[config.mk]
export PLATFORM = sky130hd
export DESIGN_NAME = program_counter
export DESIGN_NICKNAME = d
export VERILOG_FILES = /design/src/rtl/program_counter.sv
export SDC_FILE = /design/constraint.sdc
export NUM_CORES = 1
export LEC_CHECK = 0
export ABC_AREA = 1
export BUFFER_PORTS_ARGS = -buffer_cell sky130_fd_sc_hd__buf_4
export CAP_MARGIN = 5
export CORE_MARGIN = 2
export CORE_UTILIZATION = 48
export DETAILED_ROUTE_END_ITERATION = 8
export GPL_TIMING_DRIVEN = 0
export PLACE_DENSITY = 0.77
export SLEW_MARGIN = 20
export SYNTH_ARGS = -nofsm -noshare
export SYNTH_HDL_FRONTEND = slang
export SYNTH_SLANG_ARGS = --single-unit
export TNS_END_PERCENT = 20
[constraint.sdc]
create_clock -name clk -period 1.7 [get_ports clk]
set_input_delay 0.17 -clock clk [delete_from_list [all_inputs] [get_ports clk]]
set_output_delay 0.17 -clock clk [all_outputs]
set_load 0.05 [all_outputs]
[src/rtl/program_counter.sv]
// rtl/program_counter.sv - free-running fetch-stage program counter (optional wrap flag: PC_WRAP_DETECT_EN)
module program_counter #(
    parameter logic [31:0] RESET_VECTOR = 32'h0000_0000,
    parameter logic [31:0] STEP         = 32'd4
) (
    input  logic        clk,
    input  logic        rst,
    output logic [31:0] pc,
    output logic [31:0] pc_next,
    output logic        pc_wrap
);

    logic [31:0] pc_q;
    logic [31:0] pc_d;

`ifdef PC_WRAP_DETECT_EN
    logic        carry_d;
    logic        wrap_q;

    // Next address with the carry kept so a wrap past the top of memory can be flagged.
    always_comb begin
        {carry_d, pc_d} = {1'b0, pc_q} + {1'b0, STEP};
    end

    // Wrap flag is high exactly in the cycle pc shows the wrapped address.
    always_ff @(posedge clk) begin
        if (rst) begin
            wrap_q <= 1'b0;
        end else begin
            wrap_q <= carry_d;
        end
    end

    assign pc_wrap = wrap_q;
`else
    // Next address, carry discarded; wrap is silent in this build.
    always_comb begin
        pc_d = pc_q + STEP;
    end

    assign pc_wrap = 1'b0;
`endif

    // Advance one step every cycle; reset forces the boot address.
    always_ff @(posedge clk) begin
        if (rst) begin
            pc_q <= RESET_VECTOR;
        end else begin
            pc_q <= pc_d;
        end
    end

    assign pc      = pc_q;
    assign pc_next = pc_d;

endmodule

Word level (Yosys, flattened, before mapping)

Cells that the tools add are included.

Input bits: 2
Output and inout port bits: 65
Logic and storage cells: 2
Latch bits: 0
Memory bits (writable): 0
Bits in registers: 32
Memories: 0
Memory bits (read-only): 0

Multipliers: 0
Muxes and demuxes: 0
Reduce and logical (&&, ||, !) cells: 0
Div/mod/pow operators: 0
Add/subtract/negate cells: 1
Order comparisons: 0
Eq/ne operators: 0
Bitwise gates (word level): 0
Shift-type cells: 0

Operators by type and width:

| operator                                       | count |
|---|---|
| adder 32 x 3 -> 32 bit (second input constant) | 1 |

Longest topological paths before layout

Depth after elaboration: 1
Mapped depth: 8
Gate-level depth less buffers: 8

Worst setup path after synthesis

Ideal clock, no wire load.

Path kind: flip-flop to flip-flop
Start point: reg pc_q[2] (netlist: pc[2])
End point: reg pc_q[5] (netlist: pc[5])
Required time: 1634 ps
Arrival: 2299 ps
Buffers on the path: 0
Slack: -665 ps
Cell stages (with the launch flop): 6
Library setup time: 66 ps
Clock period less this slack: 2365 ps
Cells stage by stage: dfxtp_1 inv_1 nor2_4 xor2_1 inv_1 nor2_1

Cells in the longest elaborated chain, start to end: 1

Ends and longest elaborated chain:

| element                  | line | text |
|---|---|---|
| start: declaration       | 13   | `logic [31:0] pc_q;` |
| start signal: assignment | 49   | `pc_q <= pc_d;` |
| adder 32 x 3 -> 32 bit   | 38   | `pc_d = pc_q + STEP;` |
| via pc_next[5]           | 9    | `output logic [31:0] pc_next,` |

The timed path passes the listed nets, and every way through them passes these cells.
A chain may end at the register's enable or synchronous reset.

Worst setup path in the final report

Start point: reg pc_q[2] (netlist: pc[2])
End point: out pc_next[18]

Cells in the longest elaborated chain, start to end: 1

Ends and longest elaborated chain:

| element                | line |
|---|---|
| adder 32 x 3 -> 32 bit | 38 |
| end: declaration       | 9 |

No other way between the ends.

==> impl_results.md <==
* Status: finished, violations left
* Violated checks: setup timing
* Flop pwr share at 0.532
* Initial DRC Count at 105
* Syn. warnings at 0
* Post-Syn Area at 1722 sq um
* Setup slack, reg-to-reg at 0.08 ns
* Ys flop type: dfxtp_1
* GR Overflow Total at 0
* Clk buf depth at 2
* Syn_area_per_cell at 6.376 sq um
* Hold_sp: rst
* Final Instance Area at 2801 sq um
* Power Density at 480.0 nW/um^2
* Final Hold Viols at 0
* Nature of the critical path endpoint: output port
* Die H at 63.89 um
* RSZ-0062 raised after global routing: yes
* Tot Pwr at 1.345 mW
* Final nets at 362
* Hold Path End: pc[9]
* Slowest-stage cell, CP: dfxtp_4
* Layout cells sized above 1 at 0.4944
* Antenna cell count at 0
* Buffers on Ports at 60
* First-pass GRT wire length at 7879 um
* Net switching power at 0.3921 mW
* RR Endpoint: pc[18]
* Clock network fraction of total power at 0.350
* Chip Width at 63.89 um
* EDFF count, synth at 0
* Worst path max stage delay at 0.39 ns
* Hold-critical path depth at 2
* Setup WS post-layout at -0.2858 ns
* HP Class: primary input to register
* Int Pwr at 0.9526 mW
* Crit path cell chain: ha_4, nand2_4, nor2_4, nand2_4, nor2_4, xnor2_2, inv_1, buf_6
* Seq/Total Area, Yosys at 0.3488
* Largest net degree at the start of global routing at 11
* DP Wirelength at 3572 um
* Routed Antenna Nets at 0
* H-tree depth at 2
* Worst setup SP type: register
* Total GRT Usage at 0.2532
* Asr flop ratio synth at 0
* Slew Viols, Final at 0
* Core Area at 3390 sq um
* Critical path class: register to output port
* Comb pwr share at 0.118
* Total number of vias at 1953
* CTS Buf Count at 5
* Worst reg-to-reg path cell count at 9
* Wire per inst at 12.98 um
* Vias in the first global route at 1770
* Clock tree sinks at 30
* Clock skew at 0.01946 ns
* CTS tree: yes
* Routed vias/inst at 4.810
* CTS Root Cell: clkbuf_4
* Ports at 67
* DRC violations left at 0
* Sw frac at 0.2916
* Worst Path Required at 1.53 ns
* Fillers at 243
* Post-route setup TNS at -5.200 ns
* Dpl cell area at 2369 sq um
* Worst-Skew Late Latency at 0.36 ns
* Maximum vdd drop at 469.3 uV
* Setup violations, final at 27
* Final min period at 1.986 ns
* Worst-Margin Slew at 0.6131 ns
* DIE AREA at 4082 sq um
* Max Freq at 503.6 MHz
* Max_cap viols at 0
* Area grow syn2layout at 62.72%
* Cell count after synthesis at 270
* Slew margin rel. at 0.5913
* RePlAce Congestion at 0.8798
* Initial antenna violation count at 0
* Max reg flops at 30
* Critical R2R Launch: pc[2]
* Initial Util at 0.5079
* Leakage at 1.263 nW
* Count of state elements after synthesis at 30
* Post-synth cell types at 22
* DR pass1 iterations at 4
* Post-Route WL at 5269 um
* CP Data Arrival Time at 1.82 ns
* Row count at 21
* Critical Path Fanout Max at 6
* Clock Pin Slew Worst Setup and Hold Paths at 0.10 ns
* Final Cycle Share at 1.168
* Worst slack at placement at 0.03748 ns
==> cells in the final DEF, fill, tap and decap left out <==
master and instances:
nand3_2 6, nand2_2 17, o21ai_1 3, xnor2_2 4
nand2_4 10, buf_8 2, nand3_1 5, clkbuf_1 4
buf_6 21, o21ai_2 1, xnor2_1 1, nor2_4 10
clkinv_2 1, inv_1 33, nor2_1 35, a21oi_2 1
nand3b_1 2, inv_4 1, conb_1 5, nand2_1 65
clkinvlp_4 1, nor3_1 1, dfxtp_1 8, inv_2 3
xor2_2 3, clkbuf_4 5, a21oi_1 16, dfxtp_4 3
buf_4 60, and2_1 2, xor2_1 2, dfxtp_2 19
clkbuf_8 1, nor2_2 8, ha_4 1
==> how the worst max path moves through the flow <==
stage,startpoint,endpoint,slack [ns],cells past startpoint
finish,pc[2],pc_next[18],-0.29,8
global route,pc[10],pc_next[26],-0.38,7
CTS,pc[2],pc_next[25],-0.23,8
detailed placement,pc[2],pc_next[18],0.04,8
global placement,pc[2],pc_next[18],0.05,8
floorplan,pc[3],pc_next[28],-0.09,7
==> cell usage after synthesis (4+ instances only) <==
master	count	share of area
xor2_1	5	0.025
a21oi_1	16	0.047
o21ai_0	4	0.012
nand3_1	11	0.032
nor2_1	41	0.089
inv_1	37	0.081
xnor2_1	5	0.025
nor2_4	7	0.046
buf_4	5	0.022
nand2_1	88	0.19
nor2_2	5	0.018
dfxtp_1	30	0.35
==> critical path, delay by kind of cell (launching register included) <==
family        cells  cell delay (ns)
buf+inv           2             0.22
fa+ha+maj         1             0.16
flops             1             0.39
xor+xnor          1             0.15
simple gates      4             0.55
==> through the flow <==
step	utilization	hold WS [ns]	std cells
floorplan	-	0.4656	274
global placement	0.6988	0.4393	380
detailed placement	0.6988	0.4455	380
CTS	0.7781	0.2299	397
global route	0.8265	0.2444	406
finish	0.8265	0.2301	406
==> power groups by stage <==
| stage | clock network (mW) | registers (mW) | logic [mW] |
|---|---|---|---|
| 3_3_place_gp | 0 | 0.731 | 0.138 |
| 6_report | 0.471 | 0.716 | 0.158 |
| 2_1_floorplan | 0 | 0.751 | 0.0892 |
| 3_5_place_dp | 0 | 0.732 | 0.138 |
| 4_1_cts | 0.469 | 0.717 | 0.149 |
| 5_1_grt | 0.506 | 0.717 | 0.164 |
==> routing by layer <==
metal,up-vias,share of wire,global-route usage
li1,981,-,-
met1,897,0.40,0.2923
met2,62,0.51,0.4258
met3,13,0.066,0.08627
met4,0,0.026,0.1033
met5,-,0,0
==> what timing repair did <==
| item | 4_1_cts | 5_1_grt |
|---|---|---|
| endpoints found under the setup margin | 26 | 26 |
| resized for setup | 42 | 30 |
| buffers inserted | 9 | 9 |
| pin swaps | 13 | 12 |
| hold buffers | 0 | 0 |
==> cell families after synthesis <==
| kind of cell | after synthesis | synth area share |
|---|---|---|
| other | 1 | 0.002178 |
| buffers and inverters | 46 | 0.1112 |
| flip-flops | 30 | 0.3488 |
| adder cells (fa/ha/maj) | 1 | 0.007266 |
| AO/OA/AOI/OAI | 21 | 0.06323 |
| AND/OR/NAND/NOR | 161 | 0.4164 |
| XOR/XNOR | 10 | 0.05087 |
==> final cells by class <==
type,count,area (sq um),share of cell area
Buffer,8,48.80,0.01742
Inverter,38,148.9,0.05315
Multi-Input combinational cell,198,1171,0.4180
Tap cell,46,57.56,0.02054
Sequential cell,30,635.6,0.2269
Clock inverter,1,5.005,0.001787
Timing Repair Buffer,78,679.4,0.2425
Clock buffer,7,55.05,0.01965
Note: power is estimated with default switching activity, not from simulation.
